[config.mk]
export PLATFORM = sky130hd
export DESIGN_NAME = rv32_instr_encoder
export DESIGN_NICKNAME = d
export VERILOG_FILES = /design/src/rtl/rv32_instr_encoder.sv
export SDC_FILE = /design/constraint.sdc
export NUM_CORES = 1
export LEC_CHECK = 0
export CAP_MARGIN = 20
export CORE_UTILIZATION = 43
export CTS_CLUSTER_DIAMETER = 200
export CTS_CLUSTER_SIZE = 20
export DETAILED_ROUTE_END_ITERATION = 6
export DONT_BUFFER_PORTS = 1
export PLACE_DENSITY = 0.56
export SLEW_MARGIN = 20
export SYNTH_ARGS = -nofsm -noshare
export SYNTH_HDL_FRONTEND = slang
export SYNTH_SLANG_ARGS = --single-unit
[constraint.sdc]
create_clock -name clk -period 3.4 [get_ports clk]
set_input_delay 0.51 -clock clk [delete_from_list [all_inputs] [get_ports clk]]
set_output_delay 0.51 -clock clk [all_outputs]
set_load 0.02 [all_outputs]
[src/rtl/rv32_instr_encoder.sv]
// Streaming RV32I/M field-to-word encoder with LI expansion and an address counter.
// Optional macro RV_ENC_RANGE_CHECK_EN rejects immediates that do not fit their field.
module rv32_instr_encoder #(
    parameter logic [31:0] BASE_ADDR = 32'h0000_0000
) (
    input  logic        clk,
    input  logic        rst,
    input  logic        cmd_valid,
    output logic        cmd_ready,
    input  logic        cmd_li,
    input  logic [6:0]  cmd_opcode,
    input  logic [2:0]  cmd_funct3,
    input  logic [6:0]  cmd_funct7,
    input  logic [4:0]  cmd_rd,
    input  logic [4:0]  cmd_rs1,
    input  logic [4:0]  cmd_rs2,
    input  logic [31:0] cmd_imm,
    output logic        out_valid,
    input  logic        out_ready,
    output logic [31:0] out_instr,
    output logic [31:0] out_addr,
    output logic        err
);

    localparam logic [6:0] OPC_LOAD   = 7'b0000011;
    localparam logic [6:0] OPC_STORE  = 7'b0100011;
    localparam logic [6:0] OPC_OP_IMM = 7'b0010011;
    localparam logic [6:0] OPC_OP     = 7'b0110011;
    localparam logic [6:0] OPC_LUI    = 7'b0110111;
    localparam logic [6:0] OPC_AUIPC  = 7'b0010111;
    localparam logic [6:0] OPC_JAL    = 7'b1101111;
    localparam logic [6:0] OPC_JALR   = 7'b1100111;
    localparam logic [6:0] OPC_BRANCH = 7'b1100011;
    localparam logic [6:0] OPC_SYSTEM = 7'b1110011;

    localparam logic [0:0] ST_IDLE  = 1'b0;
    localparam logic [0:0] ST_LI_LO = 1'b1;

    logic [0:0]  state_reg;
    logic        out_valid_reg;
    logic [31:0] out_instr_reg;
    logic [31:0] addr_reg;
    logic        err_reg;
    logic [4:0]  li_rd_reg;
    logic [11:0] li_lo_reg;

    logic        out_fire;
    logic        out_free;
    logic        cmd_fire;
    logic        is_shift;
    logic [31:0] enc_instr;
    logic        enc_ok;
    logic        range_bad;
    logic        reject;
    logic [19:0] li_hi;
    logic [31:0] li_lui;
    logic [31:0] li_addi_x0;
    logic [31:0] li_addi_rd;

    assign out_fire  = out_valid_reg && out_ready;
    assign out_free  = !out_valid_reg || out_ready;
    assign cmd_ready = (state_reg == ST_IDLE) && out_free;
    assign cmd_fire  = cmd_valid && cmd_ready;

    assign out_valid = out_valid_reg;
    assign out_instr = out_instr_reg;
    assign out_addr  = addr_reg;
    assign err       = err_reg;

    assign is_shift = (cmd_opcode == OPC_OP_IMM) &&
                      ((cmd_funct3 == 3'b001) || (cmd_funct3 == 3'b101));

    // Rounding the upper part by imm[11] compensates for ADDI sign-extending the low 12 bits.
    assign li_hi      = cmd_imm[31:12] + {19'd0, cmd_imm[11]};
    assign li_lui     = {li_hi, cmd_rd, OPC_LUI};
    assign li_addi_x0 = {cmd_imm[11:0], 5'd0, 3'b000, cmd_rd, OPC_OP_IMM};
    assign li_addi_rd = {li_lo_reg, li_rd_reg, 3'b000, li_rd_reg, OPC_OP_IMM};

    always_comb begin
        enc_instr = 32'd0;
        enc_ok    = 1'b0;
        case (cmd_opcode)
            OPC_LOAD, OPC_JALR: begin
                enc_instr = {cmd_imm[11:0], cmd_rs1, cmd_funct3, cmd_rd, cmd_opcode};
                enc_ok    = 1'b1;
            end
            OPC_OP_IMM: begin
                if (is_shift)
                    enc_instr = {cmd_funct7, cmd_imm[4:0], cmd_rs1, cmd_funct3, cmd_rd, cmd_opcode};
                else
                    enc_instr = {cmd_imm[11:0], cmd_rs1, cmd_funct3, cmd_rd, cmd_opcode};
                enc_ok = 1'b1;
            end
            OPC_STORE: begin
                enc_instr = {cmd_imm[11:5], cmd_rs2, cmd_rs1, cmd_funct3, cmd_imm[4:0], cmd_opcode};
                enc_ok    = 1'b1;
            end
            OPC_BRANCH: begin
                enc_instr = {cmd_imm[12], cmd_imm[10:5], cmd_rs2, cmd_rs1, cmd_funct3,
                             cmd_imm[4:1], cmd_imm[11], cmd_opcode};
                enc_ok    = 1'b1;
            end
            OPC_LUI, OPC_AUIPC: begin
                enc_instr = {cmd_imm[31:12], cmd_rd, cmd_opcode};
                enc_ok    = 1'b1;
            end
            OPC_JAL: begin
                enc_instr = {cmd_imm[20], cmd_imm[10:1], cmd_imm[11], cmd_imm[19:12],
                             cmd_rd, cmd_opcode};
                enc_ok    = 1'b1;
            end
            OPC_OP: begin
                enc_instr = {cmd_funct7, cmd_rs2, cmd_rs1, cmd_funct3, cmd_rd, cmd_opcode};
                enc_ok    = 1'b1;
            end
            OPC_SYSTEM: begin
                // Only ECALL/EBREAK are accepted; their rd/rs1 fields are architecturally zero.
                enc_instr = {cmd_imm[11:0], 5'd0, 3'b000, 5'd0, cmd_opcode};
                enc_ok    = (cmd_funct3 == 3'b000) && (cmd_imm[11:1] == 11'd0);
            end
            default: begin
                enc_instr = 32'd0;
                enc_ok    = 1'b0;
            end
        endcase
    end

`ifdef RV_ENC_RANGE_CHECK_EN
    logic signed [31:0] imm_s;
    assign imm_s = cmd_imm;

    always_comb begin
        range_bad = 1'b0;
        case (cmd_opcode)
            OPC_LOAD, OPC_JALR, OPC_STORE:
                range_bad = (imm_s < -32'sd2048) || (imm_s > 32'sd2047);
            OPC_OP_IMM:
                if (is_shift)
                    range_bad = |cmd_imm[31:5];
                else
                    range_bad = (imm_s < -32'sd2048) || (imm_s > 32'sd2047);
            OPC_BRANCH:
                range_bad = cmd_imm[0] || (imm_s < -32'sd4096) || (imm_s > 32'sd4094);
            OPC_JAL:
                range_bad = cmd_imm[0] || (imm_s < -32'sd1048576) || (imm_s > 32'sd1048574);
            OPC_LUI, OPC_AUIPC:
                range_bad = |cmd_imm[11:0];
            default:
                range_bad = 1'b0;
        endcase
    end
`else
    assign range_bad = 1'b0;
`endif

    assign reject = !enc_ok || range_bad;

    always_ff @(posedge clk) begin
        if (rst) begin
            state_reg     <= ST_IDLE;
            out_valid_reg <= 1'b0;
            out_instr_reg <= 32'd0;
            addr_reg      <= BASE_ADDR;
            err_reg       <= 1'b0;
            li_rd_reg     <= 5'd0;
            li_lo_reg     <= 12'd0;
        end else begin
            err_reg <= 1'b0;
            // A word loaded below in the same cycle overrides this clear.
            if (out_fire) begin
                addr_reg      <= addr_reg + 32'd4;
                out_valid_reg <= 1'b0;
            end
            case (state_reg)
                ST_IDLE: begin
                    if (cmd_fire) begin
                        if (cmd_li) begin
                            if (li_hi == 20'd0) begin
                                out_instr_reg <= li_addi_x0;
                                out_valid_reg <= 1'b1;
                            end else begin
                                out_instr_reg <= li_lui;
                                out_valid_reg <= 1'b1;
                                li_rd_reg     <= cmd_rd;
                                li_lo_reg     <= cmd_imm[11:0];
                                state_reg     <= ST_LI_LO;
                            end
                        end else if (reject) begin
                            err_reg <= 1'b1;
                        end else begin
                            out_instr_reg <= enc_instr;
                            out_valid_reg <= 1'b1;
                        end
                    end
                end
                ST_LI_LO: begin
                    if (out_free) begin
                        if (li_lo_reg != 12'd0) begin
                            out_instr_reg <= li_addi_rd;
                            out_valid_reg <= 1'b1;
                        end
                        state_reg <= ST_IDLE;
                    end
                end
                default: state_reg <= ST_IDLE;
            endcase
        end
    end

endmodule

==> flow_summary.toml <==
[timing]
timing.slew.headroom_pct = 29.35
finalHoldViolations = 0
grt_setup_unrepaired = "no"
max_freq_ghz = 0.3348
layout_min_cycle_time_ns = 2.987
tns_ns = 0
setup_viol = 0
fin_crit_sh_pct = 87.85
final_max_slew_viol_count = 0
tightest_slew_ns = 1.049
fin_skew_ns = 0.007949

[drt]
dr_total_vias = 4506
dr.first_iter.drc_count = 397
wire_per_inst_microns = 20.02
routed_wl_microns = 14600
ant_nets = 0
drc = 0
routed_via_density = 6.181
dr.pass1.iters = 5

[place]
port_buffers = 0
dp_hpwl_microns = 10880
placed_cell_area_sq_mm = 0.005009
routabilityCongestion = 0.9083

[die]
coreArea_sq_mm = 0.01094
io_pins = 136
die_y_microns = 108.6
std_cell_rows = 38
die_area_sq_mm = 0.01180
start_util_pct = 44.71
die_w_microns = 108.6

[setup_path]
crit_fanout = 7
cp-start-kind = "flip-flop"
cp_top_family = "simple AND/OR/NAND/NOR gates"
required_ns = 3.66
critPathArrivalTime_ns = 3.25
path_common_cell = "nand2_1"
critPathKind = "flip-flop to flip-flop"
crit_slowest_cell = "or4_1"
slowest_delay_ns = 0.71
path_cells = "nand2_1 -> or4_1 -> nor3b_1 -> and3_1 -> nand2_1 -> or3_1 -> a21oi_1"
end_kind = "flip-flop"
crit_buf_inv = 0

[yosys]
ys_seq_area_share_pct = 33.57
synth_ff_type = "dfxtp_1"
syn_avg_cell_area_sq_um = 8.149
synth_cells = 600
synth.distinct_cells = 73
async_reset_ff_share_pct = 0
syn_area_sq_mm = 0.004890
ys_ff_latch = 82
synth_edf_count = 0
yosys_warnings = 0

[layout]
areaGrowthSynthToFinish_pct = 8.547
final_area_sq_mm = 0.005308
largest_reg_flops = 32
fin_nets = 656
drive_gt1_share_pct = 8.319
antenna_cells = 0

[grt]
grt_overflow_total = 0
grt_max_degree = 88
grt_first_pass_wirelength_microns = 22330
first_global_vias = 4225
grt_antenna_before_repair = 0
grt_use_total_pct = 24.84

[power_and_ir_drop]
powerDensity_mw_per_mm2 = 431.0
p_leak_nw = 1.932
vdd_drop_max_mv = 0.3310

[clock_tree]
cts-hold-fix-buffers = 0
cts_buffers = 9
clk-insertion-delay-late_ns = 0.33
cts_resized = 0
cts.sinks = 82
cts_tree = "built"
clockRootBuffer = "clkbuf_16"
postCtsSetupBuffers = 0
clk_pin_slew_ns = 0.06
htreeDepth = 3
cts_max_path_buffers = 2

[hold_path]
min_path_type = "input pin to flip-flop"

[outcome]
status = "complete, no violations"

[flow_run]
cap_violations = 0
[area by class of cell]
type	count	area [sq um]
fill	1109	5628
multi-input combinational	461	2995
sequential	82	1642
clock buffer	14	264.0
tap	140	175.2
timing repair buffer	19	155.1
inverter	11	41.29
clock inverter	2	35.03
[layout by cell type (no fill, tap or decap), types with 4 or more instances in the layout]
master / instances
dfxtp_1: 82
nor2_1: 73
nand2_1: 42
a21oi_1: 34
nand3_1: 28
xor2_1: 24
xnor2_1: 23
o21ai_0: 22
a22o_1: 18
buf_4: 18
mux2i_1: 17
a22oi_1: 15
nor3_1: 14
nor4_1: 12
inv_1: 11
or3_1: 9
a221oi_1: 9
clkbuf_16: 9
and4_1: 8
and3_1: 8
nand4_1: 7
nand2b_1: 6
a31oi_1: 6
a211oi_1: 6
o22ai_1: 5
nor2b_1: 4
or4_1: 4
nor3b_1: 4
o21a_1: 4
[stage by stage]
stage / hold slack [ns] / power, W / instances / worst slack [ns] / utilization, %
final: 0.2574 / 0.002287 / 729 / 0.4131 / 48.54
after global routing: 0.2331 / 0.002383 / 729 / 0.2590 / 48.54
after CTS: 0.2413 / 0.002317 / 729 / 0.4284 / 48.54
after detailed placement: 0.4849 / 0.001328 / 713 / 0.2217 / 45.80
after global placement: 0.4723 / 0.001324 / 713 / 0.3478 / 45.80
after floorplan: 0.4537 / 0.001294 / 601 / 0.4387 / -
[worst register-to-register path: stages, from the launching register on]
cell     delay (ns)
dfxtp_1        0.52
nand2_1        0.22
or4_1          0.71
nor3b_1        0.48
and3_1         0.35
nand2_1        0.15
or3_1          0.36
a21oi_1        0.14
[per-layer routing]
| metal | vias up | global-route usage (%) | wire, microns |
|---|---|---|---|
| li1 | 2167 | - | - |
| met1 | 2131 | 33.86 | 6491 |
| met2 | 182 | 37.34 | 6542 |
| met3 | 26 | 7.233 | 1205 |
| met4 | 0 | 8.301 | 359 |
| met5 | - | 0 | 0 |
[kinds of logic after synthesis]
group | count (synthesis) | share of synthesized area, %
simple gates | 237 | 25.18
compound gates | 155 | 23.08
flops | 82 | 33.57
buf+inv | 58 | 5.424
xor+xnor | 47 | 8.419
mux | 17 | 3.480
fa+ha+maj | 3 | 0.7677
other cells | 1 | 0.07669
[power by group]
group	leakage [nW]	internal, W	total (W)	switching, W
clock network	0.147	0.000609	0.000978	0.000369
logic	1.12	0.000110	0.000251	0.000140
registers	0.666	0.000997	0.00106	0.0000613
[cell usage after synthesis, types with 9 or more instances]
cell,n,share of area [%]
buf_2,10,1.0
mux2i_1,17,3.5
clkbuf_1,23,1.8
a21oi_1,34,3.5
a22o_1,18,3.2
xnor2_1,23,4.1
nand2_1,42,3.2
xor2_1,24,4.3
or3_1,9,1.2
a22oi_1,15,2.3
a221oi_1,9,1.6
nor3_1,14,1.4
nand3_1,28,2.9
inv_1,11,0.84
nor2_1,74,5.7
o21ai_0,22,2.3
nor4_1,13,1.7
dfxtp_1,82,34
buf_4,9,1.4
[final timing paths]
path | to | cells past startpoint | slack (ns) | startpoint
setup / recovery | out_addr[27] | 7 | 0.41 | out_valid
hold / removal | out_instr[2] | 1 | 0.26 | rst
setup reg to reg | out_addr[27] | 7 | 0.41 | out_valid
hold reg to reg | out_instr[7] | 2 | 0.50 | li_rd_reg[0]
Note: power is estimated with default switching activity, not from simulation.
